### src/rtl/blake2_msg_scheduler.sv
// BLAKE2b message scheduler: packs host words into FIFO blocks, zero-pads the
// last block and issues init/next commands with the running byte counter.
module blake2_msg_scheduler #(
  parameter int DBITS       = 64,
  parameter int BLOCK_WORDS = 16,
  parameter int CTR_W       = 128,
  parameter int BYTES_W     = 4
) (
  input  logic               clk,
  input  logic               reset_n,
  input  logic               start,
  input  logic               s_valid,
  output logic               s_ready,
  input  logic [DBITS-1:0]   s_data,
  input  logic               s_last,
  input  logic [BYTES_W-1:0] s_bytes,
  output logic               fifo_wr,
  output logic [DBITS-1:0]   fifo_din,
  output logic               fifo_rd,
  input  logic               fifo_full,
  output logic               core_init,
  output logic               core_next,
  output logic               core_final,
  output logic [CTR_W-1:0]   core_t,
  input  logic               core_ready,
  output logic               busy,
  output logic               done
);

  localparam int WCNT_W = $clog2(BLOCK_WORDS + 1);
  localparam logic [WCNT_W-1:0] LAST_IDX   = WCNT_W'(BLOCK_WORDS - 1);
  localparam logic [WCNT_W-1:0] WCNT_ONE   = WCNT_W'(1);
  localparam logic [CTR_W-1:0]  WORD_BYTES = CTR_W'(DBITS / 8);

  typedef enum logic [2:0] {IDLE, INIT, FILL, PAD, POP, LOAD, WAIT, FIN} state_t;

  state_t            state_q, state_d;
  logic [WCNT_W-1:0] wcnt_q, wcnt_d;
  logic [CTR_W-1:0]  t_q, t_d;
  logic [CTR_W-1:0]  core_t_q, core_t_d;
  logic              last_q, last_d;
  logic              final_q, final_d;
  logic              settle_q, settle_d;

  always_ff @(posedge clk or negedge reset_n) begin
    if (!reset_n) begin
      state_q  <= IDLE;
      wcnt_q   <= '0;
      t_q      <= '0;
      core_t_q <= '0;
      last_q   <= 1'b0;
      final_q  <= 1'b0;
      settle_q <= 1'b0;
    end else begin
      state_q  <= state_d;
      wcnt_q   <= wcnt_d;
      t_q      <= t_d;
      core_t_q <= core_t_d;
      last_q   <= last_d;
      final_q  <= final_d;
      settle_q <= settle_d;
    end
  end

  always_comb begin
    state_d   = state_q;
    wcnt_d    = wcnt_q;
    t_d       = t_q;
    core_t_d  = core_t_q;
    last_d    = last_q;
    final_d   = final_q;
    settle_d  = settle_q;
    s_ready   = 1'b0;
    fifo_wr   = 1'b0;
    fifo_din  = '0;
    fifo_rd   = 1'b0;
    core_init = 1'b0;
    core_next = 1'b0;
    done      = 1'b0;
    busy      = (state_q != IDLE);

    unique case (state_q)
      IDLE: begin
        if (start) begin
          t_d      = '0;
          core_t_d = '0;
          final_d  = 1'b0;
          wcnt_d   = '0;
          last_d   = 1'b0;
          state_d  = INIT;
        end
      end
      INIT: begin
        if (core_ready) begin
          core_init = 1'b1;
          state_d   = FILL;
        end
      end
      FILL: begin
        s_ready = !fifo_full;
        if (s_valid && !fifo_full) begin
          fifo_wr  = 1'b1;
          fifo_din = s_data;
          wcnt_d   = wcnt_q + WCNT_ONE;
          // Tail bytes of the last word are forwarded untouched; only t reflects them.
          t_d      = t_q + (s_last ? CTR_W'(s_bytes) : WORD_BYTES);
          if (s_last) last_d = 1'b1;
          if (wcnt_q == LAST_IDX) state_d = POP;
          else if (s_last)        state_d = PAD;
        end
      end
      PAD: begin
        if (!fifo_full) begin
          fifo_wr = 1'b1;
          wcnt_d  = wcnt_q + WCNT_ONE;
          if (wcnt_q == LAST_IDX) state_d = POP;
        end
      end
      POP: begin
        fifo_rd = 1'b1;
        wcnt_d  = '0;
        state_d = LOAD;
      end
      LOAD: begin
        if (core_ready) begin
          core_next = 1'b1;
          core_t_d  = t_q;
          final_d   = last_q;
          settle_d  = 1'b1;
          state_d   = WAIT;
        end
      end
      WAIT: begin
        // The first WAIT cycle gives the core time to drop core_ready.
        if (settle_q)        settle_d = 1'b0;
        else if (core_ready) state_d  = last_q ? FIN : FILL;
      end
      FIN: begin
        done    = 1'b1;
        state_d = IDLE;
      end
      default: state_d = IDLE;
    endcase
  end

  // In LOAD the live values are presented; afterwards the issued values are held.
  assign core_t     = (state_q == LOAD) ? t_q : core_t_q;
  assign core_final = (state_q == LOAD) ? last_q : final_q;

endmodule
### config.mk
export PLATFORM = sky130hd
export DESIGN_NAME = blake2_msg_scheduler
export DESIGN_NICKNAME = d
export VERILOG_FILES = /design/src/rtl/blake2_msg_scheduler.sv
export SDC_FILE = /design/constraint.sdc
export NUM_CORES = 1
export LEC_CHECK = 0
export CAP_MARGIN = 20
export CORE_MARGIN = 2
export CORE_UTILIZATION = 53
export DETAILED_ROUTE_END_ITERATION = 6
export PLACE_DENSITY = 0.81
export RECOVER_POWER = 25
export SETUP_SLACK_MARGIN = 0.3
export SYNTH_ARGS = -nofsm -noshare
export SYNTH_HDL_FRONTEND = slang
export SYNTH_SLANG_ARGS = --single-unit
### constraint.sdc
create_clock -name clk -period 4 [get_ports clk]
set_input_delay 0.6 -clock clk [delete_from_list [all_inputs] [get_ports clk]]
set_output_delay 0.6 -clock clk [all_outputs]
set_load 0.02 [all_outputs]
==> flow_summary.json <==
{
  "post_cts_buffers": 0,
  "arrival_ns": 2.91,
  "first_pass_iters": 6,
  "numCtsBuffers": 28,
  "slew_headroom_pct": -63.5,
  "clock-sinks": 267,
  "synth_edf_count": 0,
  "cts.clk_slew.worst_paths_ns": 0.06,
  "ys.flop_type": "dfrtp_1",
  "layout-drive-gt1-share_pct": 5.37,
  "holdPathEnd": "core_t_q[13]$_DFFE_PN0P_",
  "synth_cell_types": 56,
  "gp_congestion": 0.908,
  "setup_violations": 0,
  "cts-htree-levels": 1,
  "min_period_ns": 3.51,
  "r2r_end": "t_q[106]$_DFFE_PN0P_",
  "ant_nets": 0,
  "outcome": "complete, but fails checks",
  "cp-end-kind": "primary output",
  "synth_top_cells_by_area": "dfrtp_1, nand2_1, o21ai_0",
  "finish.utilization_pct": 69.4,
  "met3_length_microns": 2630,
  "grt_max_degree": 137,
  "finalWorstSetupSlack_ns": 0.485,
  "skew_ns": 0.00898,
  "power_density_mw_per_mm2": 400,
  "yosysMostFrequentCell": "nand2_1",
  "routed_wl_microns": 44400,
  "whs_path_depth": 2,
  "start_util_pct": 53.8,
  "syn_inst": 1846,
  "worstHoldStart": "core_t_q[13]$_DFFE_PN0P_",
  "max-vdd-ir-drop_v": 0.000416,
  "vias_per_cell": 5.92,
  "fillers": 2152,
  "wl_per_cell_microns": 18.2,
  "grt-ovfl-total": 0,
  "synth.avg_cell_area_sq_um": 7.86,
  "cp-start-kind": "register",
  "area_growth_pct": 29.0,
  "synth_nets": 1928,
  "clk_latency_ns": 0.55,
  "yosys-top-cells-count": "nand2_1, dfrtp_1, o21ai_0",
  "max_slew.worst_pin.slew_ns": 2.45,
  "syn_area_sq_mm": 0.0145,
  "clockBufferDepth": 3,
  "hold_path.class": "register to register",
  "track_usage_pct": 31.3,
  "fp.dieW_microns": 169,
  "grt_pass1_wl_microns": 73400,
  "violations": "max-capacitance violations, max-slew violations",
  "synth_top_area_share_pct": 46.1,
  "antenna_cells": 0,
  "wl_met2_microns": 21000,
  "first_iter_violations": 1545,
  "synth.ff_latch_count": 267,
  "hold_violations": 0,
  "port_buffers": 274,
  "drc": 0,
  "multi_input_area_sq_mm": 0.00737,
  "crit_required_ns": 3.40,
  "highest_layer": "met5",
  "postCtsHoldBufs": 0,
  "cts.root.buffer_cell": "clkbuf_16",
  "cp_slowest_stage_delay_ns": 0.61,
  "grt_pass1_vias": 14094,
  "yosys_warnings": 0,
  "cap_violations": 1,
  "crit_slowest_cell": "clkdlybuf4s50_1",
  "p_leak_uw": 0.00831,
  "r2r_cells": 10,
  "vias": 14459,
  "slew_viol_final": 92,
  "met1Wirelength_microns": 19400,
  "die_h_microns": 169,
  "layout.nets": 2163,
  "path_cells": "nand2b_1 > nor2_4 > and3_1 > clkdlybuf4s50_1",
  "async_reset_ff_share_pct": 100,
  "core_area_sq_mm": 0.0270,
  "regToRegStartpoint": "t_q[0]$_DFFE_PN0P_",
  "max_freq_mhz": 285,
  "synth_top_area_cell": "dfrtp_1",
  "rsz0062_at_grt": "no",
  "finalCritPeriodShare_pct": 87.9,
  "seqCellArea_sq_mm": 0.00668,
  "io_pins": 275,
  "finalSetupTns_ns": 0,
  "rows": 60,
  "antenna_found_initial": 1,
  "tritoncts": "done",
  "place_worst_setup_slack_ns": 0.0762,
  "reg2reg_slack_ns": 0.81,
  "synth-seq-area-share_pct": 46.1,
  "critical_path.max_fanout": 33,
  "die_area_sq_mm": 0.0287,
  "worstSetupPathType": "register to primary output",
  "dp_hpwl_microns": 31500
}
## cell usage in the layout, fill, tap and decap left out, types with 6 or more instances in the layout
cell type        Yosys  final
nor2_1             105    101
buf_12               0      7
nand3_1             69     68
or4_1               26     26
and2_1              16     16
o31ai_1             14     14
inv_1               24     24
buf_4                0     33
nand2_1            584    584
nand4_1             72     72
clkbuf_16            0     29
or3_1               31     31
and3_1              91     91
ha_1                 6      6
dfrtp_1            267    266
and4_1              11     11
xor2_1              38     38
nor4_1              27     27
clkbuf_1           105      7
o21ai_0            178    178
a21oi_1             52     52
xnor2_1             32     32
nor3_1              31     31
clkdlybuf4s50_1      0    273
## cell families (layout without fill, tap and decap cells)
group	count (synthesis)	count (layout)	share of synthesized area, %
simple gates	1089	1090	35.0
compound gates	276	276	10.5
flops	267	267	46.1
buf+inv	136	392	3.53
xor+xnor	70	70	4.23
fa+ha+maj	7	7	0.656
mux	1	1	0.0776
## flip-flops by register name (all words and copies together), names as in the netlist
name / cells
core_t_q: 128
final_q: 1
last_q: 1
settle_q: 1
state_q: 3
t_q: 128
wcnt_q: 5
## worst max-delay path: cells and delay by family (launching register included)
| kind | cells | cell delay, ns |
|---|---|---|
| AND/OR/NAND/NOR | 3 | 1.23 |
| buffers and inverters | 1 | 0.61 |
| flip-flops | 1 | 0.52 |
## power by group
part	switching, uW	internal, uW	leakage, uW
clock	1090	1740	0.000492
combinational	1280	495	0.00410
sequential	109	2770	0.00372
total	2480	5000	0.00831
## layout make-up
type,instances,share of cell area (%)
multi-input combinational,1444,39.4
sequential,267,35.7
timing repair buffer,316,16.8
clock buffer,41,4.39
tap,341,2.28
clock inverter,11,0.977
inverter,24,0.482
## through the flow
step | area, sq um | power [uW] | hold slack, ns | cells
finish | 18700 | 7480 | 0.478 | 2444
global route | 18700 | 7800 | 0.500 | 2444
CTS | 18700 | 7490 | 0.108 | 2444
detailed placement | 17700 | 4650 | 0.470 | 2391
global placement | 17700 | 4630 | 0.461 | 2391
floorplan | 14500 | 4000 | 0.304 | 1846
## metal layers
| layer | up-vias | GRT usage, % |
|---|---|---|
| met5 | - | 0 |
| met4 | 2 | 9.92 |
| met3 | 109 | 3.85 |
| met2 | 559 | 50.6 |
| met1 | 6985 | 44.2 |
| li1 | 6804 | - |
## repair_timing
| item | 4_1_cts | 5_1_grt |
|---|---|---|
| setup endpoints to repair | 1 | 174 |
| pin swaps | 1 | 2 |
| resized for setup | 0 | 2 |
| gates cloned | 1 | 0 |
## worst max path at each step
| stage | startpoint | endpoint | slack (ns) | depth (start not counted) |
|---|---|---|---|---|
| 2_1_floorplan | s_bytes[0] | t_q[100]$_DFFE_PN0P_ | 0.61 | 12 |
| 3_3_place_gp | s_last | t_q[114]$_DFFE_PN0P_ | 0.18 | 12 |
| 3_5_place_dp | s_last | t_q[122]$_DFFE_PN0P_ | 0.08 | 12 |
| 4_1_cts | state_q[2]$_DFFE_PN0P_ | fifo_din[62] | 0.29 | 4 |
| 5_1_grt | state_q[1]$_DFFE_PN0P_ | fifo_din[29] | 0.32 | 4 |
| 6_report | state_q[2]$_DFFE_PN0P_ | fifo_din[12] | 0.49 | 4 |
Power figures use the tool's default switching activity.
